$ cat src/rtl/phase_sequencer.sv
// Traffic-light phase sequencer.
// Each phase cycles GREEN -> YELLOW -> ALLRED, then hands over to the next
// demanded phase, searching round-robin. enable low forces flashing yellow.
// hold freezes all timing. Every output comes straight from a register.
module phase_sequencer #(
   parameter int unsigned CLK_HZ     = 10000,
   parameter int unsigned NUM_PHASES = 4,
   parameter int unsigned CNT_W      = 16,
   parameter int unsigned YELLOW_S   = 3,
   parameter int unsigned ALLRED_S   = 1
) (
   input  logic                          clk,
   input  logic                          reset,
   input  logic                          enable,
   input  logic                          hold,
   input  logic [NUM_PHASES-1:0]         demand,
   input  logic [NUM_PHASES*CNT_W-1:0]   green_s,
   output logic [2*NUM_PHASES-1:0]       light,
   output logic [$clog2(NUM_PHASES)-1:0] phase,
   output logic [CNT_W-1:0]              remaining,
   output logic                          sec_tick,
   output logic                          finished
);

   localparam int unsigned      PH_W    = $clog2(NUM_PHASES);
   localparam int unsigned      PS_W    = (CLK_HZ > 1) ? $clog2(CLK_HZ) : 1;
   localparam logic [PS_W-1:0]  PS_MAX  = PS_W'(CLK_HZ - 1);
   localparam logic [CNT_W-1:0] YEL_DUR = CNT_W'(YELLOW_S);
   localparam logic [CNT_W-1:0] AR_DUR  = CNT_W'(ALLRED_S);
   localparam logic [CNT_W-1:0] ONE     = CNT_W'(1);

   localparam logic [1:0] S_FLASH  = 2'd0;
   localparam logic [1:0] S_ALLRED = 2'd1;
   localparam logic [1:0] S_GREEN  = 2'd2;
   localparam logic [1:0] S_YELLOW = 2'd3;

   localparam logic [1:0] L_RED   = 2'b00;
   localparam logic [1:0] L_YEL   = 2'b01;
   localparam logic [1:0] L_GRN   = 2'b10;
   localparam logic [1:0] L_FLASH = 2'b11;

   logic [1:0]              state_q,   state_d;
   logic [PH_W-1:0]         phase_q,   phase_d;
   logic [CNT_W-1:0]        rem_q,     rem_d;
   logic [PS_W-1:0]         presc_q,   presc_d;
   logic [NUM_PHASES-1:0]   pending_q, pending_d;
   logic [2*NUM_PHASES-1:0] light_q,   light_d;
   logic                    tick_q,    tick_d;
   logic                    fin_q,     fin_d;

   logic [PH_W-1:0]         next_phase;
   logic [PH_W-1:0]         cand;
   logic                    found;
   logic [CNT_W-1:0]        next_green;
   logic [NUM_PHASES-1:0]   clr;
   logic                    running;

   // Per-phase light code for a given state and active phase.
   function automatic logic [2*NUM_PHASES-1:0] light_code(input logic [1:0]      st,
                                                          input logic [PH_W-1:0] ph);
      logic [2*NUM_PHASES-1:0] l;
      l = '0;
      for (int unsigned i = 0; i < NUM_PHASES; i++) begin
         case (st)
            S_FLASH:  l[2*i +: 2] = L_FLASH;
            S_GREEN:  l[2*i +: 2] = (PH_W'(i) == ph) ? L_GRN : L_RED;
            S_YELLOW: l[2*i +: 2] = (PH_W'(i) == ph) ? L_YEL : L_RED;
            default:  l[2*i +: 2] = L_RED;
         endcase
      end
      return l;
   endfunction

   // Round-robin pick of the next pending phase after the current one; repeat current if none.
   always_comb begin
      next_phase = phase_q;
      found      = 1'b0;
      cand       = '0;
      for (int unsigned k = 1; k <= NUM_PHASES; k++) begin
         cand = PH_W'((32'(phase_q) + k) % NUM_PHASES);
         if (!found && pending_q[cand]) begin
            next_phase = cand;
            found      = 1'b1;
         end
      end
   end

   // Green duration of the phase about to be served; zero is stretched to one second.
   always_comb begin
      next_green = '0;
      for (int unsigned i = 0; i < NUM_PHASES; i++) begin
         if (PH_W'(i) == next_phase) next_green = green_s[i*CNT_W +: CNT_W];
      end
      if (next_green == '0) next_green = ONE;
   end

   // Next-state logic: flash override, flash exit, then hold-gated prescaler/second timing.
   always_comb begin
      state_d = state_q;
      phase_d = phase_q;
      rem_d   = rem_q;
      presc_d = presc_q;
      clr     = '0;

      if (!enable) begin
         state_d = S_FLASH;
         phase_d = '0;
         rem_d   = '0;
         presc_d = '0;
      end else if (state_q == S_FLASH) begin
         state_d = S_ALLRED;
         phase_d = '0;
         rem_d   = AR_DUR;
         presc_d = '0;
      end else if (!hold) begin
         if (presc_q == PS_MAX) begin
            presc_d = '0;
            // Transition on the tick seen with one second left; the <= also stops any wrap below zero.
            if (rem_q > ONE) begin
               rem_d = rem_q - ONE;
            end else begin
               case (state_q)
                  S_GREEN: begin
                     state_d = S_YELLOW;
                     rem_d   = YEL_DUR;
                  end
                  S_YELLOW: begin
                     state_d = S_ALLRED;
                     rem_d   = AR_DUR;
                  end
                  default: begin
                     state_d = S_GREEN;
                     phase_d = next_phase;
                     rem_d   = next_green;
                     for (int unsigned i = 0; i < NUM_PHASES; i++) begin
                        clr[i] = (PH_W'(i) == next_phase);
                     end
                  end
               endcase
            end
         end else begin
            presc_d = presc_q + PS_W'(1);
         end
      end

      // Served phase's request is dropped even if it is re-asserted on the entry edge.
      pending_d = (pending_q | demand) & ~clr;

      // Registered outputs are precomputed from the next state so they line up with it.
      running = enable && ((state_q == S_FLASH) || !hold);
      tick_d  = running && (state_d != S_FLASH) && (presc_d == PS_MAX);
      fin_d   = tick_d && (state_d == S_ALLRED) && (rem_d <= ONE);
      light_d = light_code(state_d, phase_d);
   end

   // State and output registers with asynchronous active-low reset.
   always_ff @(posedge clk or negedge reset) begin
      if (!reset) begin
         state_q   <= S_ALLRED;
         phase_q   <= '0;
         rem_q     <= AR_DUR;
         presc_q   <= '0;
         pending_q <= '0;
         light_q   <= '0;
         tick_q    <= 1'b0;
         fin_q     <= 1'b0;
      end else begin
         state_q   <= state_d;
         phase_q   <= phase_d;
         rem_q     <= rem_d;
         presc_q   <= presc_d;
         pending_q <= pending_d;
         light_q   <= light_d;
         tick_q    <= tick_d;
         fin_q     <= fin_d;
      end
   end

   assign light     = light_q;
   assign phase     = phase_q;
   assign remaining = rem_q;
   assign sec_tick  = tick_q;
   assign finished  = fin_q;

endmodule

$ cat config.mk
export PLATFORM = sky130hd
export DESIGN_NAME = phase_sequencer
export DESIGN_NICKNAME = d
export VERILOG_FILES = /design/src/rtl/phase_sequencer.sv
export SDC_FILE = /design/constraint.sdc
export NUM_CORES = 1
export LEC_CHECK = 0
export CAP_MARGIN = 20
export CORE_MARGIN = 1.5
export CORE_UTILIZATION = 40
export CTS_CLUSTER_DIAMETER = 200
export CTS_CLUSTER_SIZE = 20
export DETAILED_ROUTE_END_ITERATION = 16
export MAX_ROUTING_LAYER = met4
export PLACE_DENSITY_LB_ADDON = 0.15
export RECOVER_POWER = 50
export REMOVE_ABC_BUFFERS = 1
export SYNTH_ARGS = -nofsm -noshare
export SYNTH_HDL_FRONTEND = slang
export SYNTH_SLANG_ARGS = --single-unit
$ cat constraint.sdc
create_clock -name clk -period 6 [get_ports clk]
set_clock_uncertainty 0.05 [all_clocks]
set_input_delay 1.2 -clock clk [delete_from_list [all_inputs] [get_ports clk]]
set_output_delay 1.2 -clock clk [all_outputs]
set_load 0.01 [all_outputs]
==> metrics.txt <==
1st-pass router iterations 4; GRT met3 Usage 0.04226; Max VDD drop approximately 0.091 mV; Max H-tree Level 2; Area growth, synth to finish 33.70%; CTS resizes 0; top_reg_cell synth dfrtp_1; Rows 33; largest net degree at the start of global routing 49; fmax around 240 MHz; clock latency on the worst-skew pair about 320 ps; nets@finish 571; first-pass GRT wire length approximately 17 mm; Total GRT Usage 0.2468; status finished, violations left; Synth cell types 55; Final Util 0.5542; part of the Yosys area used for sequential elements 0.3516; share of cells above drive strength 1 0.06841; maxcap violations 1; ANT cells 0; met1 Track Usage GR 0.3332; grt ovf 0; Die H about 96 um; violated checks capacitance limit, slew limit; final setup fails 0; Post-Syn Instances a little over 400; CTS Buffer Depth 2; Hold Path Depth 2; Setup CP Type in2reg; Mapped Area 3423 um2; critical path launch point type input pin; clock sinks 48; IO Pins 100; Inserted Clock Buffers 5; Setup crit end kind register; number of flops mapped to enable cells by yosys 0; DR WL/cell about 17 um; worst reg2reg path depth 10; worst min-delay path startpoint presc_q[10]; Core ar. about 8300 um2; overall power between 600 and 700 uW; GRT met2 Usage 0.3771; Async S/R FF share, synth 1.000; Tightest Pin Transition approximately 2600 ps; Setup Buffers After CTS 0; Rel. slew slack -0.7121; global routing's busiest layer met2; number of max-slew violations in the final report just under 50; initial antenna violation count 0; port bufs 99; Die ar. about 9100 um2; post-route ant nets 0; period utilization 0.7080; hold_buf cts 0; DRC 0; HP Class reg2reg; Post-Syn Area per Cell between 8 and 9 um2; RSZ-0062 raised after global routing no; routability cong. between 0.9 and 1; Fill cells 780; initial drt markers 213; CTS tree done; Final HPWL DP around 7.9 mm; warnings from Yosys 0; DR vias 3434; WP data required between 6000 and 7000 ps; vias in the first global route approximately 3400; clock transition at the registers of the reported paths ~90 ps; critical path fanouts, max 19; pwr dens ~140 nW/um2; die span in x between 90 and 100 um; via/cell ratio 5.704; CP Launch Point hold; clock root buffer master clkbuf_8; Period minus WS final 4248 ps; P_leak ~0.0019 uW; Worst R2R Start presc_q[0]; TNS Setup 0 ps; Synth Register Bits 48; final hold violation count 0; crit path DAT roughly 4400 ps; final wirelength ~10 mm; Starting Density 0.4145
==> metrics by stage <==
step	cell area [um2]	instances	setup slack [ps]	hold slack, ps
6_report	4577	602	1752	517.6
3_5_place_dp	4488	594	1486	512.2
4_1_cts	4581	602	1794	525.1
2_1_floorplan	3341	386	2649	461.5
3_3_place_gp	4488	594	1608	491.6
5_1_grt	4577	602	1377	567.2
==> sequential cells by signal (all words and copies together) (netlist names) <==
name       cells
remaining     16
phase          2
light          8
sec_tick       1
finished       1
presc_q       14
state_q        2
pending_q      4
==> critical path, cell delays in order <==
cell and delay, ps:
clkdlybuf4s50_1 550, and4b_1 460, and4_1 680, nand3_1 230, o21ai_0 200, a21oi_1 90
a21o_1 210, nor4_1 430, nand3_1 140, nor4_2 220
==> cell usage after synthesis (3+ instances only) <==
master	instances	share of area
and3_1	4	0.0073
o31ai_1	9	0.020
mux2i_1	28	0.082
nor3_1	20	0.029
nor2b_1	8	0.015
or3_1	9	0.016
inv_1	7	0.0077
nand4_1	6	0.011
ha_1	3	0.011
o2111ai_1	3	0.0077
mux2_2	9	0.030
nand3_1	15	0.022
a31oi_1	11	0.020
o21ai_0	23	0.034
xor2_1	7	0.018
nand2_1	43	0.047
o21a_1	3	0.0066
xnor2_1	9	0.023
nor4_1	8	0.015
nor2_1	40	0.044
nand2b_1	3	0.0055
dfrtp_1	46	0.34
clkbuf_1	8	0.0088
and2_1	9	0.016
a21oi_1	20	0.029
buf_2	9	0.013
o22ai_1	3	0.0055
==> routing by layer <==
metal	vias to the layer above	share of wire	wire [um]
met2	116	0.46	4663
li1	1676	-	-
met1	1625	0.47	4805
met4	0	0.016	159
met3	17	0.059	604
met5	-	0	0
==> layout by cell type (no fill, tap or decap), drive strengths merged, types with 4 or more instances in the layout <==
cell and n:
a21oi 20, a31oi 11, and2 9, and3 4
buf 4, clkbuf 6, clkdlybuf4s50 84, dfrtp 46
dlygate4sd3 14, inv 7, mux2 9, mux2i 28
nand2 43, nand3 15, nand4 6, nor2 40
nor2b 8, nor3 20, nor4 10, o21ai 25
o31ai 9, or3 11, xnor2 9, xor2 7
==> report_power, final <==
| group | switching, uW | internal (uW) | total [uW] |
|---|---|---|---|
| sequential | 3.79 | 328 | 332 |
| clock | 122 | 82.8 | 205 |
| combinational | 50.2 | 64.5 | 115 |
| total | 176 | 475 | 652 |
==> area by class of cell <==
| cell class | instances | area (um2) | area share |
|---|---|---|---|
| Inverter | 7 | 26.28 | 0.005741 |
| Timing Repair Buffer | 103 | 1012 | 0.2212 |
| Sequential cell | 48 | 1204 | 0.2630 |
| Multi-Input combinational cell | 331 | 2111 | 0.4612 |
| Clock buffer | 5 | 68.82 | 0.01504 |
| Tap cell | 105 | 131.4 | 0.02870 |
| Clock inverter | 3 | 23.77 | 0.005194 |
==> cells by family after synthesis <==
family	after synthesis	share of synthesized area
and+or+nand+nor	182	0.2770
adders and majority gates	3	0.01097
AOI/OAI and AO/OA	93	0.1762
DFF	48	0.3516
muxes	37	0.1115
buffers and inverters	26	0.03180
xor gates and xnor gates	16	0.04094
==> final timing paths <==
kind | slack [ps] | endpoint
setup / recovery | 1750 | finished
hold / removal | 520 | presc_q[10]
setup reg to reg | 2590 | finished
hold reg to reg | 520 | presc_q[10]
max in group asynchronous | 2720 | remaining[10]
min in group asynchronous | 1700 | pending_q[1]
Note: power is estimated with default switching activity, not from simulation.
